===== config.mk =====
export PLATFORM = sky130hd
export DESIGN_NAME = crc_cmd_seq_flat
export DESIGN_NICKNAME = d
export VERILOG_FILES = /design/src/rtl/crc_cmd_seq_if.sv /design/src/rtl/crc_cmd_seq.sv /design/src/flat_wrapper.sv
export SDC_FILE = /design/constraint.sdc
export NUM_CORES = 1
export LEC_CHECK = 0
export CAP_MARGIN = 20
export CORE_MARGIN = 4
export CORE_UTILIZATION = 30
export CTS_CLUSTER_DIAMETER = 80
export DETAILED_ROUTE_END_ITERATION = 10
export GPL_TIMING_DRIVEN = 0
export HOLD_SLACK_MARGIN = 0.15
export MAX_ROUTING_LAYER = met4
export PLACE_DENSITY = 0.42
export SLEW_MARGIN = 20
export SYNTH_ARGS = -nofsm -noshare
export SYNTH_HDL_FRONTEND = slang
export SYNTH_SLANG_ARGS = --single-unit

===== constraint.sdc =====
create_clock -name clk -period 3.71 [get_ports clk]
set_clock_uncertainty 0.05 [all_clocks]
set_input_delay 0.742 -clock clk [delete_from_list [all_inputs] [get_ports clk]]
set_output_delay 0.742 -clock clk [all_outputs]
set_load 0.01 [all_outputs]

===== src/rtl/crc_cmd_seq_if.sv =====
// Byte-stream and register-block signals of the CRC command sequencer.
// master: the sequencer itself; slave: the receiver/transmitter/block side.
interface crc_cmd_seq_if;
    logic [7:0]  rx_dat;
    logic        ce_rx;
    logic        tx_rdy;
    logic [7:0]  my_dat;
    logic [7:0]  tx_dat;
    logic        ce_tx;
    logic [7:0]  com;
    logic [15:0] wr_adr;
    logic [15:0] rd_adr;
    logic [7:0]  wr_dat;
    logic        ce_wr_dat;
    logic        busy;
    logic        rx_ovf;

    modport master (
        input  rx_dat, ce_rx, tx_rdy, my_dat,
        output tx_dat, ce_tx, com, wr_adr, rd_adr, wr_dat, ce_wr_dat, busy, rx_ovf
    );

    modport slave (
        output rx_dat, ce_rx, tx_rdy, my_dat,
        input  tx_dat, ce_tx, com, wr_adr, rd_adr, wr_dat, ce_wr_dat, busy, rx_ovf
    );
endinterface


===== src/rtl/crc_cmd_seq.sv =====
// CRC-8 framed command sequencer: parses request frames, drives block writes/reads, answers.
// Define CRC_CHECK_EN to compare the request CRC byte (mismatch -> status E1, no execution).
module crc_cmd_seq #(
    parameter int unsigned MAX_LEN = 16,
    parameter int unsigned RD_LAT  = 2,
    parameter int unsigned TOUT    = 50000
) (
    input logic           clk,
    input logic           rst,
    crc_cmd_seq_if.master bus_io
);
    localparam int unsigned IdxW     = (MAX_LEN > 1) ? $clog2(MAX_LEN) : 1;
    localparam int unsigned LatW     = $clog2(RD_LAT + 2);
    localparam int unsigned ToutW    = $clog2(TOUT + 1);
    localparam logic [7:0]       MaxLen   = 8'(MAX_LEN);
    localparam logic [LatW-1:0]  LatLast  = LatW'(RD_LAT);
    localparam logic [ToutW-1:0] ToutLast = ToutW'(TOUT - 1);
    localparam logic [7:0] OpWr = 8'h57, OpRd = 8'h52;
    localparam logic [7:0] StatOk = 8'hA5, StatCrc = 8'hE1, StatLen = 8'hE2;

    typedef enum logic [3:0] {
        StIdle, StHCom, StHAdrH, StHAdrL, StHLen, StData, StCrc, StCheck,
        StExecWr, StExecRd, StTxStat, StTxDat, StTxCrc
    } state_e;

    state_e           state_q, state_d;
    logic [7:0]       com_q, com_d, len_q, len_d, cnt_q, cnt_d;
    logic [7:0]       crc_q, crc_d, status_q, status_d;
    logic [15:0]      adr_q, adr_d;
    logic             is_wr_q, is_wr_d, ph_q, ph_d, gap_q, gap_d, rx_ovf_q, rx_ovf_d;
    logic [LatW-1:0]  lat_q, lat_d;
    logic [ToutW-1:0] tout_q, tout_d;
    logic [7:0]       buf_q [MAX_LEN];
    logic             buf_we;
    logic [7:0]       buf_wdat;
    logic [IdxW-1:0]  idx;
    logic             in_frame, busy_w, tx_fire, len_bad;
    logic [15:0]      cur_adr;

    function automatic logic [7:0] crc8(input logic [7:0] crc, input logic [7:0] dat);
        logic [7:0] c;
        c = crc ^ dat;
        for (int i = 0; i < 8; i++) c = c[7] ? ((c << 1) ^ 8'h07) : (c << 1);
        return c;
    endfunction

    assign idx      = cnt_q[IdxW-1:0];
    assign cur_adr  = adr_q + {8'h00, cnt_q};
    assign in_frame = state_q inside {StHCom, StHAdrH, StHAdrL, StHLen, StData, StCrc};
    assign busy_w   = state_q inside {StCheck, StExecWr, StExecRd, StTxStat, StTxDat, StTxCrc};
    assign tx_fire  = bus_io.tx_rdy & ~gap_q;
    assign len_bad  = (len_q == 8'd0) || (len_q > MaxLen);

    always_ff @(posedge clk or posedge rst) begin
        if (rst) begin
            state_q  <= StIdle;
            com_q    <= 8'h00;
            len_q    <= 8'h00;
            cnt_q    <= 8'h00;
            crc_q    <= 8'h00;
            status_q <= 8'h00;
            adr_q    <= 16'h0000;
            is_wr_q  <= 1'b0;
            ph_q     <= 1'b0;
            gap_q    <= 1'b0;
            rx_ovf_q <= 1'b0;
            lat_q    <= '0;
            tout_q   <= '0;
        end else begin
            state_q  <= state_d;
            com_q    <= com_d;
            len_q    <= len_d;
            cnt_q    <= cnt_d;
            crc_q    <= crc_d;
            status_q <= status_d;
            adr_q    <= adr_d;
            is_wr_q  <= is_wr_d;
            ph_q     <= ph_d;
            gap_q    <= gap_d;
            rx_ovf_q <= rx_ovf_d;
            lat_q    <= lat_d;
            tout_q   <= tout_d;
        end
    end

    // Payload storage is not reset: a reset must not disturb anything but control state.
    always_ff @(posedge clk) begin
        if (buf_we) buf_q[idx] <= buf_wdat;
    end

    always_comb begin
        state_d  = state_q;
        com_d    = com_q;
        len_d    = len_q;
        cnt_d    = cnt_q;
        crc_d    = crc_q;
        status_d = status_q;
        adr_d    = adr_q;
        is_wr_d  = is_wr_q;
        ph_d     = ph_q;
        gap_d    = 1'b0;
        lat_d    = lat_q;
        rx_ovf_d = rx_ovf_q | (bus_io.ce_rx & busy_w);
        tout_d   = (in_frame && !bus_io.ce_rx) ? tout_q + 1'b1 : '0;
        buf_we   = 1'b0;
        buf_wdat = bus_io.rx_dat;
        unique case (state_q)
            StIdle: if (bus_io.ce_rx && (bus_io.rx_dat == OpWr || bus_io.rx_dat == OpRd)) begin
                is_wr_d  = (bus_io.rx_dat == OpWr);
                crc_d    = crc8(8'h00, bus_io.rx_dat);
                rx_ovf_d = 1'b0;
                state_d  = StHCom;
            end
            StHCom: if (bus_io.ce_rx) begin
                com_d   = bus_io.rx_dat;
                crc_d   = crc8(crc_q, bus_io.rx_dat);
                state_d = StHAdrH;
            end
            StHAdrH: if (bus_io.ce_rx) begin
                adr_d[15:8] = bus_io.rx_dat;
                crc_d       = crc8(crc_q, bus_io.rx_dat);
                state_d     = StHAdrL;
            end
            StHAdrL: if (bus_io.ce_rx) begin
                adr_d[7:0] = bus_io.rx_dat;
                crc_d      = crc8(crc_q, bus_io.rx_dat);
                state_d    = StHLen;
            end
            StHLen: if (bus_io.ce_rx) begin
                len_d   = bus_io.rx_dat;
                cnt_d   = 8'h00;
                crc_d   = crc8(crc_q, bus_io.rx_dat);
                state_d = (is_wr_q && bus_io.rx_dat != 8'h00) ? StData : StCrc;
            end
            StData: if (bus_io.ce_rx) begin
                // Oversized payloads are counted through but only the first MAX_LEN are kept.
                buf_we  = (cnt_q < MaxLen);
                crc_d   = crc8(crc_q, bus_io.rx_dat);
                cnt_d   = cnt_q + 8'd1;
                if (cnt_q == len_q - 8'd1) state_d = StCrc;
            end
            StCrc: if (bus_io.ce_rx) begin
`ifdef CRC_CHECK_EN
                status_d = len_bad ? StatLen : (bus_io.rx_dat != crc_q) ? StatCrc : StatOk;
`else
                status_d = len_bad ? StatLen : StatOk;
`endif
                state_d  = StCheck;
            end
            StCheck: begin
                cnt_d = 8'h00;
                ph_d  = 1'b0;
                lat_d = '0;
                if (status_q != StatOk) state_d = StTxStat;
                else                    state_d = is_wr_q ? StExecWr : StExecRd;
            end
            StExecWr: begin
                ph_d = ~ph_q;
                if (ph_q) begin
                    cnt_d = cnt_q + 8'd1;
                    if (cnt_q == len_q - 8'd1) begin
                        cnt_d   = 8'h00;
                        state_d = StTxStat;
                    end
                end
            end
            StExecRd: begin
                lat_d = lat_q + 1'b1;
                if (lat_q == LatLast) begin
                    lat_d    = '0;
                    buf_we   = 1'b1;
                    buf_wdat = bus_io.my_dat;
                    cnt_d    = cnt_q + 8'd1;
                    if (cnt_q == len_q - 8'd1) begin
                        cnt_d   = 8'h00;
                        state_d = StTxStat;
                    end
                end
            end
            StTxStat: if (tx_fire) begin
                gap_d   = 1'b1;
                crc_d   = crc8(8'h00, status_q);
                cnt_d   = 8'h00;
                state_d = (!is_wr_q && status_q == StatOk) ? StTxDat : StTxCrc;
            end
            StTxDat: if (tx_fire) begin
                gap_d = 1'b1;
                crc_d = crc8(crc_q, buf_q[idx]);
                cnt_d = cnt_q + 8'd1;
                if (cnt_q == len_q - 8'd1) state_d = StTxCrc;
            end
            StTxCrc: if (tx_fire) begin
                gap_d   = 1'b1;
                crc_d   = 8'h00;
                state_d = StIdle;
            end
            default: state_d = StIdle;
        endcase
        if (in_frame && !bus_io.ce_rx && tout_q == ToutLast) begin
            state_d = StIdle;
            crc_d   = 8'h00;
        end
    end

    always_comb begin
        bus_io.com       = 8'hFF;
        bus_io.wr_adr    = 16'hFFFF;
        bus_io.rd_adr    = 16'hFFFF;
        bus_io.wr_dat    = 8'h00;
        bus_io.ce_wr_dat = 1'b0;
        bus_io.tx_dat    = 8'h00;
        bus_io.ce_tx     = 1'b0;
        bus_io.busy      = busy_w;
        bus_io.rx_ovf    = rx_ovf_q;
        unique case (state_q)
            StExecWr: begin
                bus_io.com = com_q;
                if (!ph_q) begin
                    bus_io.ce_wr_dat = 1'b1;
                    bus_io.wr_adr    = cur_adr;
                    bus_io.wr_dat    = buf_q[idx];
                end
            end
            StExecRd: begin
                bus_io.com    = com_q;
                bus_io.rd_adr = cur_adr;
            end
            StTxStat: begin
                bus_io.tx_dat = status_q;
                bus_io.ce_tx  = tx_fire;
            end
            StTxDat: begin
                bus_io.tx_dat = buf_q[idx];
                bus_io.ce_tx  = tx_fire;
            end
            StTxCrc: begin
                bus_io.tx_dat = crc_q;
                bus_io.ce_tx  = tx_fire;
            end
            default: ;
        endcase
    end
endmodule


===== src/flat_wrapper.sv =====
// flat-port wrapper written by rule: the top's interface ports become plain ports
module crc_cmd_seq_flat 
#(
    parameter int unsigned MAX_LEN = 16,
    parameter int unsigned RD_LAT  = 2,
    parameter int unsigned TOUT    = 50000
)
  (clk, rst, bus_io_rx_dat, bus_io_ce_rx, bus_io_tx_rdy, bus_io_my_dat, bus_io_tx_dat, bus_io_ce_tx, bus_io_com, bus_io_wr_adr, bus_io_rd_adr, bus_io_wr_dat, bus_io_ce_wr_dat, bus_io_busy, bus_io_rx_ovf);
  crc_cmd_seq_if bus_io_i ();
  input logic clk;
  input logic rst;
  input wire logic [$bits(bus_io_i.rx_dat)-1:0] bus_io_rx_dat;
  input wire logic [$bits(bus_io_i.ce_rx)-1:0] bus_io_ce_rx;
  input wire logic [$bits(bus_io_i.tx_rdy)-1:0] bus_io_tx_rdy;
  input wire logic [$bits(bus_io_i.my_dat)-1:0] bus_io_my_dat;
  output wire logic [$bits(bus_io_i.tx_dat)-1:0] bus_io_tx_dat;
  output wire logic [$bits(bus_io_i.ce_tx)-1:0] bus_io_ce_tx;
  output wire logic [$bits(bus_io_i.com)-1:0] bus_io_com;
  output wire logic [$bits(bus_io_i.wr_adr)-1:0] bus_io_wr_adr;
  output wire logic [$bits(bus_io_i.rd_adr)-1:0] bus_io_rd_adr;
  output wire logic [$bits(bus_io_i.wr_dat)-1:0] bus_io_wr_dat;
  output wire logic [$bits(bus_io_i.ce_wr_dat)-1:0] bus_io_ce_wr_dat;
  output wire logic [$bits(bus_io_i.busy)-1:0] bus_io_busy;
  output wire logic [$bits(bus_io_i.rx_ovf)-1:0] bus_io_rx_ovf;
  assign bus_io_i.rx_dat = bus_io_rx_dat;
  assign bus_io_i.ce_rx = bus_io_ce_rx;
  assign bus_io_i.tx_rdy = bus_io_tx_rdy;
  assign bus_io_i.my_dat = bus_io_my_dat;
  assign bus_io_tx_dat = bus_io_i.tx_dat;
  assign bus_io_ce_tx = bus_io_i.ce_tx;
  assign bus_io_com = bus_io_i.com;
  assign bus_io_wr_adr = bus_io_i.wr_adr;
  assign bus_io_rd_adr = bus_io_i.rd_adr;
  assign bus_io_wr_dat = bus_io_i.wr_dat;
  assign bus_io_ce_wr_dat = bus_io_i.ce_wr_dat;
  assign bus_io_busy = bus_io_i.busy;
  assign bus_io_rx_ovf = bus_io_i.rx_ovf;
  crc_cmd_seq #(.MAX_LEN(MAX_LEN), .RD_LAT(RD_LAT), .TOUT(TOUT)) u_core (.clk(clk), .rst(rst), .bus_io(bus_io_i));
endmodule

==> reports/qor.yml, run 1 <==
syn_nets: 940
port_buffers: 74
vias_per_cell: 4.96
endpoint_kind: "output pin"
nets: 1088
maxCapViolations: 0
die_h_um: 197
dieArea_sq_um: 39000
syn_inst: 896
finalInstanceArea_sq_um: 13600
powerDensity_nw_per_um2: 735
clk_path_buf_depth: 3
cts_hold_buffers: 0
first_iter_violations: 421
num_antenna_cells: 0
critical-path-top-delay-family: "compound AO/OA/AOI/OAI gates"
yosysTopAreaCellShare_pct: 35.7
place.gp.congestion: 0.813
worstPathRequired_ps: 2920
cts_sinks: 205
start_util_pct: 30.4
p_leak_uw: 0.00502
setup_slack_ps: -125
synthArstFlopShare_pct: 37.6
crit_chain: "buf_12, inv_12, fa_2, nor2b_1, o21ai_1, a21boi_1, o21ai_1, a21boi_1, o21ai_2, buf_4, a21oi_4, buf_6, mux2i_1, buf_2"
final_common_cell: "edfxtp_1"
min_period_over_period_pct: 103
crit_path_max_fanout: 11
crit_slowest_cell: "dfrtp_2"
rows: 69
cts_tree: "done"
finalWirelength_um: 31800
synth_warnings: 0
final_util_pct: 38.3
numCtsBuffers: 24
hp-class: "reg -> reg"
fp.coreArea_sq_um: 35500
dpl_cell_area_sq_um: 12200
ys_seq_area_share_pct: 53.6
grt_pass1_wl_um: 48600
peakVddDrop_mv: 0.337
max_slew_margin_pct: 44.0
antenna_found_initial: 0
status: "complete, but fails checks"
grt_pass1_vias: 7634
drc: 0
grt_usage_pct: 16.7
yosys_most_used_dff: "edfxtp_1"
via_count: 7532
fin_crit_ps: 3840
max_freq_mhz: 261
critPathKind: "reg -> out"
violations: "setup timing"
start_kind: "flop"
hold_viol: 0
pin_count: 80
postSynthAreaPerCell_sq_um: 12.0
slowest_delay_ps: 400
area_delta_synth_final_pct: 26.1
yosysUniqueCellTypes: 69
root_buffer: "clkbuf_16"
critical_path_arrival_ps: 3040
rsz0062_at_grt: "true"
finalSetupViolCount: 9
path_clk_slew_ps: 60
first_pass_iters: 6
synth_area_leader_cell: "edfxtp_1"
fin_setup_tns_ps: -475
grt_overflow: 0
synth_edf_count: 128
final_antenna_net_count: 0
drv_slew: 0
tightest_slew_ps: 840
clkLatencyLatePin_ps: 540
path_buf_inv: 5
netlist_area_sq_um: 10800
synth-seq-cells: 205
h-tree-depth: 1
most-common-layout-cells: "128 x edfxtp_1, 82 x nand2_1, 73 x dfrtp_1"
drive_gt1_share_pct: 23.7
pre_cts_slack_ps: -822
synth_area_leaders: "edfxtp_1 36%, dfrtp_1 18%, mux4_2 4.6%, xnor2_1 4.0%, xor2_1 3.0%"
grt_max_degree: 52
wire_per_inst_um: 20.9
fp.dieW_um: 197
hpwlAfterDp_um: 22400
[cell usage after synthesis, drive strengths merged, types with 5 or more instances]
cell type and count:
nand2b 11, nor2 72, a211oi 7, mux4 34, nand4 7, inv 28, nand3 24, or3 11
mux2 25, buf 14, nand3b 7, xor2 39, a21oi 28, mux2i 18, or2 5, nor3 14
ha 23, nand2 85, xnor2 50, edfxtp 128, a31oi 8, dfrtp 77, o21ai 64, nor2b 7
and2 9, clkbuf 34, a22o 7, and3 15
[layer usage]
| layer | up-vias | track usage (%) | part of all wire, % |
|---|---|---|---|
| met4 | 0 | 3.13 | 2.0 |
| met1 | 3785 | 22.3 | 46 |
| met2 | 138 | 27.8 | 49 |
| met5 | - | - | 0 |
| met3 | 44 | 1.86 | 3.3 |
| li1 | 3565 | - | - |
[worst register-to-register path, stage by stage (launching register included)]
cell and delay (ps):
dfrtp_1 490, nor2b_1 160, clkbuf_2 270, nand2_1 290, or2_1 300, clkbuf_1 330, o21ai_1 370, nand2_1 280
nor2_2 610
[sequential cells by signal, summed over array words and instances (netlist names)]
signal,count
u_core.com_q,8
u_core.state_q,4
u_core.crc_q,8
u_core.lat_q,2
u_core.tout_q,16
u_core.cnt_q,8
u_core.adr_q,16
u_core.gap_q,1
u_core.ph_q,1
u_core.len_q,8
u_core.is_wr_q,1
u_core.buf_q,128
u_core.status_q,3
u_core.bus_io.rx_ovf,1
[cells by family (layout without fill, tap and decap cells)]
| family | after synthesis | count (layout) | share of synthesized area (%) |
|---|---|---|---|
| compound gates | 151 | 151 | 8.81 |
| xor+xnor | 90 | 90 | 7.77 |
| fa+ha+maj | 24 | 24 | 2.86 |
| buf+inv | 76 | 239 | 3.18 |
| flops | 205 | 205 | 53.6 |
| mux | 77 | 77 | 11.8 |
| simple gates | 273 | 273 | 12.0 |
[area by class of cell]
class                   count  area (sq um)
fillers                  3485         21900
flip-flops and latches    205          5780
multi-input cells         615          4900
repair buffers            126          1090
clock buffers              26           618
well taps                 461           577
plain buffers              44           273
clock inverters            15           234
inverters                  28           124
[worst paths after layout]
kind	end	depth (start not counted)	slack (ps)	start
max	bus_io_rd_adr[10]	14	-130	u_core.cnt_q[1]$_DFFE_PP0P_
min	u_core.com_q[7]$_DFFE_PP0P_	2	420	u_core.com_q[7]$_DFFE_PP0P_
max reg2reg	u_core.buf_q[5][5]$_DFFE_PP_	8	200	u_core.state_q[3]$_DFFE_PP0P_
min reg2reg	u_core.com_q[7]$_DFFE_PP0P_	2	420	u_core.com_q[7]$_DFFE_PP0P_
max in group asynchronous	u_core.cnt_q[1]$_DFFE_PP0P_	3	2490	rst
min in group asynchronous	u_core.ph_q$_DFFE_PP0P_	2	510	rst
[per-stage QoR]
step                      std cells  total power, uW  hold WS (ps)
after global routing           1520            10600           454
after floorplan                 896             5890           383
final                          1520             9980           420
after detailed placement       1436             7060           415
after CTS                      1507            10000           425
after global placement         1431             7080           405
[report_power, final]
part	total (uW)	internal [uW]	switching [uW]
combinational	4430	2080	2350
sequential	3020	2720	295
clock	2530	1560	977
total	9980	6360	3630
[timing repair]
item | in CTS | in global routing
buffers inserted | 32 | 14
setup endpoints to repair | 172 | 49
cloned | 1 | 0
hold endpoints to repair | 0 | 0
pin swaps | 25 | 12
gates resized for setup | 207 | 26
Power figures use the tool's default switching activity.
==> run 2, diff against run 1 <==
- TNS_END_PERCENT: unset -> 20
==> run 2 against run 1 <==
The run still ends with setup timing left. Sequential share of layout area grew 0.28 points. Wire length shrank 0.84%. Utilization shrank 0.25 points. Critical path depth shrank 6. Global-route usage is essentially flat. Sequential power is essentially flat. Cell count shrank 0.72%. Die area is the same. Via count shrank 0.36%. Combinational power shrank 2%. Critical path type unchanged.
==> reports/qor.yml, run 2 (synthesis gave the netlist of run 1 again) <==
p_int_uw: 6290  # was 6360 uW
grt_pass1_vias: 7653  # was 7634
worst_r2r_path_depth: 9  # was 8
place_inst: 1436  # unchanged
grt_max_degree: 52  # unchanged
critPathKind: "reg -> out"  # unchanged
hold_start: "u_core.com_q[7]$_DFFE_PP0P_"  # unchanged
maxCapViolations: 0  # unchanged
hold_end: "u_core.com_q[7]$_DFFE_PP0P_"  # unchanged
grt_overflow: 0  # unchanged
finalSetupViolCount: 17  # was 9
fp.dieW_um: 197  # unchanged
p_leak_uw: 0.00495  # was 0.00502 uW
reg_top3: "u_core.buf_q (128), u_core.adr_q (16), u_core.tout_q (16)"  # unchanged
area_delta_synth_final_pct: 25.3  # was 26.1%
die_h_um: 197  # unchanged
drc: 0  # unchanged
nets: 1077  # was 1088
root_buffer: "clkbuf_16"  # unchanged
fin_setup_tns_ps: -912  # was -475 ps
critical_path_arrival_ps: 3050  # was 3040 ps
hpwlAfterDp_um: 22400  # unchanged
max_slew_margin_pct: 45.6  # was 44.0%
num_antenna_cells: 0  # unchanged
p_total_uw: 9880  # was 9980 uW
h-tree-depth: 1  # unchanged
path_clk_slew_ps: 60  # about the same
grt_pass1_wl_um: 48600  # unchanged
rows: 69  # unchanged
tightest_slew_ps: 815  # was 840 ps
holdPathStages: 2  # unchanged
first_iter_violations: 423  # was 421
power_frac_comb_pct: 43.7  # was 44.4%
violations: "setup timing"  # unchanged
hp-class: "reg -> reg"  # unchanged
endpoint_kind: "output pin"  # unchanged
peakVddDrop_mv: 0.337  # about the same
grt_usage_pct: 16.7  # about the same
worstPathRequired_ps: 2920  # about the same
place.gp.congestion: 0.813  # unchanged
clkLatencyLatePin_ps: 540  # about the same
num-fill-cells: 3485  # unchanged
first_pass_iters: 5  # was 6
regMostFlops: "u_core.buf_q"  # unchanged
max_freq_mhz: 260  # was 261 MHz
finalWirelength_um: 31600  # was 31800 um
start_util_pct: 30.4  # unchanged
final_common_cell: "edfxtp_1"  # unchanged
fp.coreArea_sq_um: 35500  # unchanged
cts_tree: "done"  # unchanged
wire_per_inst_um: 20.9  # about the same
powerDensity_nw_per_um2: 732  # was 735 nW/um^2
r2r-start: "u_core.state_q[3]$_DFFE_PP0P_"  # unchanged
hold_viol: 0  # unchanged
cts_sinks: 205  # unchanged
rsz0062_at_grt: "true"  # unchanged
drive_gt1_share_pct: 22.3  # was 23.7%
r2r_slack_ps: 330  # was 200 ps
fin_cells: 1509  # was 1520
p_seq_share_pct: 30.6  # was 30.2%
vias_per_cell: 4.97  # was 4.96
status: "complete, but fails checks"  # unchanged
crit_path_max_fanout: 8  # was 11
swShare_pct: 36.4  # was 36.3%
setup_slack_ps: -136  # was -125 ps
via_count: 7505  # was 7532
p_sw_uw: 3590  # was 3630 uW
clk_path_buf_depth: 3  # unchanged
numCtsBuffers: 24  # unchanged
most-common-layout-cells: "128 x edfxtp_1, 83 x nand2_1, 73 x dfrtp_1"  # was 128 x edfxtp_1, 82 x nand2_1, 73 x dfrtp_1
port_buffers: 74  # unchanged
fin_crit_ps: 3850  # was 3840 ps
final_antenna_net_count: 0  # unchanged
pre_cts_slack_ps: -822  # unchanged
largest_register_ff_count: 128  # unchanged
antenna_found_initial: 0  # unchanged
rr_endpoint: "u_core.buf_q[3][2]$_DFFE_PP_"  # was u_core.buf_q[5][5]$_DFFE_PP_
pin_count: 80  # unchanged
drv_slew: 0  # unchanged
start_kind: "flop"  # unchanged
clkPwrFrac_pct: 25.7  # was 25.4%
min_period_over_period_pct: 104  # was 103%
dieArea_sq_um: 39000  # unchanged
-- run 2: cell types whose count changed in the layout (fill, tap and decap cells not counted), moves of 2 or more --
cell,change
clkdlybuf4s15_2,+6
clkdlybuf4s50_1,+2
o21ai_1,-3
buf_4,-7
buf_2,-9
buf_6,-3
o21ai_0,+2
-- run 2: repair_timing --
action | CTS | global route
gates resized for setup | 192 | 14
hold buffers | 0 | 0
cloned | 1 | 0
setup endpoints to repair | 172 | 51
setup buffers | 29 | 6
pin swaps | 22 | 11
-- run 2: per-stage QoR --
step	hold slack [ps]	cell area (sq um)	util (%)
after floorplan	383	10800	-
after global placement	405	12100	34.1
after detailed placement	415	12200	34.3
after CTS	425	13400	37.9
after global routing	454	13500	38.0
final	419	13500	38.0
-- run 2: metal layers --
metal	track usage, %	vias up	part of all wire (%)
met5	-	-	0
met2	27.8	120	49
met1	22.3	3789	46
li1	-	3546	-
met3	1.86	50	2.9
met4	3.21	0	2.1
-- run 2: power groups by stage --
stage / Clock (uW) / Combinational, uW / Sequential, uW
global placement: 0 / 4040 / 3040
floorplan: 0 / 2940 / 2950
CTS: 2600 / 4340 / 3030
finish: 2530 / 4320 / 3030
global route: 2700 / 4740 / 3070
detailed placement: 0 / 4030 / 3030
-- run 2: how the worst max path moves through the flow --
stage                     cells past startpoint  slack (ps)                          start                            to
after CTS                                    14        -200    u_core.cnt_q[0]$_DFFE_PP0P_             bus_io_rd_adr[10]
after detailed placement                     12        -820    u_core.cnt_q[1]$_DFFE_PP0P_             bus_io_rd_adr[14]
after global routing                         14        -320    u_core.cnt_q[0]$_DFFE_PP0P_             bus_io_rd_adr[10]
after floorplan                              11         460    u_core.cnt_q[1]$_DFFE_PP0P_             bus_io_rd_adr[10]
after global placement                        9       -1300  u_core.state_q[0]$_DFFE_PP0P_  u_core.buf_q[3][4]$_DFFE_PP_
final                                         8        -140    u_core.cnt_q[0]$_DFFE_PP0P_              bus_io_tx_dat[7]
-- run 2: area by class of cell --
cell class | count | area (sq um) | area share [%]
buffer | 44 | 273 | 2.02
clock inverter | 15 | 234 | 1.73
clock buffer | 26 | 618 | 4.58
multi-input combinational | 615 | 4850 | 36.0
timing repair buffer | 115 | 1040 | 7.72
inverter | 28 | 123 | 0.909
sequential | 205 | 5780 | 42.8
tap | 461 | 577 | 4.27
-- run 2: critical path, stage by stage (launching register included) --
cell and delay, ps:
dfrtp_2 400, buf_4 200, buf_12 170, buf_12 130, mux4_2 490, mux4_2 520, buf_6 150, a221o_1 300
buf_2 140
==> run 3, diff against run 2 <==
- MAX_ROUTING_LAYER: met4 -> unset
==> run 3 against run 2 <==
The flow still finishes with violations (setup timing). Via count increased by 0.11%. Sequential power about the same. Setup slack got worse by 4.4 ps. Die area stayed put. Combinational power barely moved. Utilization unchanged. Wire length up 0.19%. First-iteration DRC count is 22% lower. Clock power about the same. Maximum frequency is 0.11% lower. Sequential share of layout area stayed put. Critical path depth unchanged.
==> reports/qor.yml, run 3 (synthesis gave the netlist of run 1 again) <==
final_util_pct: 38.0  # unchanged
vias_per_cell: 4.98  # was 4.97
p_leak_uw: 0.00495  # unchanged
crit_path_max_fanout: 8  # unchanged
nets: 1077  # unchanged
powerDensity_nw_per_um2: 733  # was 732 nW/um^2
wire_per_inst_um: 21.0  # was 20.9 um
hold_slack_ps: 420  # was 419 ps
regMostFlops: "u_core.buf_q"  # unchanged
root_buffer: "clkbuf_16"  # unchanged
h-tree-depth: 1  # unchanged
hp-class: "reg -> reg"  # unchanged
antenna_found_initial: 0  # unchanged
drc: 0  # unchanged
start_util_pct: 30.4  # unchanged
worstPathRequired_ps: 2920  # about the same
drive_gt1_share_pct: 22.3  # unchanged
die_h_um: 197  # unchanged
path_clk_slew_ps: 70  # was 60 ps
worst_r2r_path_depth: 9  # unchanged
first_iter_violations: 330  # was 423
first_pass_iters: 6  # was 5
endpoint_kind: "output pin"  # unchanged
fin_setup_tns_ps: -984  # was -912 ps
crit_slowest_cell: "mux4_2"  # unchanged
holdPathStages: 2  # unchanged
numCtsBuffers: 24  # unchanged
max_freq_mhz: 260  # about the same
num-fill-cells: 3485  # unchanged
rsz0062_at_grt: "true"  # unchanged
cts_sinks: 205  # unchanged
hpwlAfterDp_um: 22400  # unchanged
status: "complete, but fails checks"  # unchanged
num_antenna_cells: 0  # unchanged
place.gp.congestion: 0.802  # was 0.813
setup_slack_ps: -140  # was -136 ps
cts_hold_buffers: 0  # unchanged
crit_chain: "buf_4, buf_12, buf_12, mux4_2, mux4_2, buf_6, a221o_1, buf_2"  # unchanged
maxCapViolations: 0  # unchanged
finalSetupViolCount: 17  # unchanged
critPathKind: "reg -> out"  # unchanged
rows: 69  # unchanged
cts_tree: "done"  # unchanged
most-common-layout-cells: "128 x edfxtp_1, 83 x nand2_1, 73 x dfrtp_1"  # unchanged
grt_max_degree: 52  # unchanged
fp.dieW_um: 197  # unchanged
start_kind: "flop"  # unchanged
dieArea_sq_um: 39000  # unchanged
min_period_over_period_pct: 104  # about the same
reg_top3: "u_core.buf_q (128), u_core.adr_q (16), u_core.tout_q (16)"  # unchanged
finalWirelength_um: 31600  # about the same
grt_pass1_vias: 7665  # was 7653
peakVddDrop_mv: 0.336  # was 0.337 mV
grt_usage_pct: 16.2  # was 16.7%
fin_crit_ps: 3850  # about the same
via_count: 7513  # was 7505
largest_register_ff_count: 128  # unchanged
finalInstanceArea_sq_um: 13500  # unchanged
grt_overflow: 0  # unchanged
clk_path_buf_depth: 3  # unchanged
clkLatencyLatePin_ps: 540  # about the same
pin_count: 80  # unchanged
grt_pass1_wl_um: 48600  # about the same
area_delta_synth_final_pct: 25.3  # unchanged
drv_slew: 0  # unchanged
dpl_cell_area_sq_um: 12200  # unchanged
final_antenna_net_count: 0  # unchanged
tightest_slew_ps: 841  # was 815 ps
fp.coreArea_sq_um: 35500  # unchanged
port_buffers: 74  # unchanged
max_slew_margin_pct: 44.0  # was 45.6%
violations: "setup timing"  # unchanged
hold_viol: 0  # unchanged
final_common_cell: "edfxtp_1"  # unchanged
critical_path_arrival_ps: 3060  # was 3050 ps
p_total_uw: 9890  # was 9880 uW
slowest_delay_ps: 520  # about the same
run 3: worst max-delay path: cells and delay by family (launching register included):
kind / cells / cell delay (ps)
DFF: 1 / 390
buffers and inverters: 5 / 790
muxes: 2 / 1020
AOI/OAI and AO/OA: 1 / 300
run 3: stage by stage:
stage | cells | setup slack [ps]
after floorplan | 896 | 464
after global placement | 1431 | -1300
after detailed placement | 1436 | -822
after CTS | 1504 | -203
after global routing | 1509 | -322
final | 1509 | -140
run 3: power by group:
group | internal [uW] | leakage, uW | switching (uW)
Clock | 1560 | 0.000406 | 985
Sequential | 2720 | 0.00214 | 302
Combinational | 2010 | 0.00241 | 2310
run 3: area by class of cell:
class,count,area (sq um),share of cell area [%]
tap,461,577,4.27
multi-input combinational,615,4850,36.0
buffer,44,273,2.02
timing repair buffer,115,1040,7.72
inverter,28,123,0.909
clock inverter,15,234,1.73
sequential,205,5780,42.8
clock buffer,26,618,4.58
run 3: repair_timing:
| action | in CTS | in global routing |
|---|---|---|
| endpoints found under the hold margin | 0 | 0 |
| pin swaps | 22 | 11 |
| endpoints found under the setup margin | 172 | 51 |
| buffers inserted | 29 | 6 |
| gates resized for setup | 192 | 14 |
| gates cloned | 1 | 0 |
run 3: path summary, 6_finish.rpt:
path,start,end,slack [ps]
min in group asynchronous,rst,u_core.ph_q$_DFFE_PP0P_,510
min reg2reg,u_core.com_q[7]$_DFFE_PP0P_,u_core.com_q[7]$_DFFE_PP0P_,420
max reg2reg,u_core.state_q[3]$_DFFE_PP0P_,u_core.buf_q[3][2]$_DFFE_PP_,330
max,u_core.cnt_q[0]$_DFFE_PP0P_,bus_io_tx_dat[7],-140
max in group asynchronous,rst,u_core.len_q[5]$_DFFE_PP0P_,2490
min,u_core.com_q[7]$_DFFE_PP0P_,u_core.com_q[7]$_DFFE_PP0P_,420
run 3: per-layer routing:
metal / wire [um] / track usage, %
met3: 1030 / 1.88
met5: 0 / 0
met2: 15500 / 27.7
met4: 646 / 3.21
met1: 14500 / 22.3
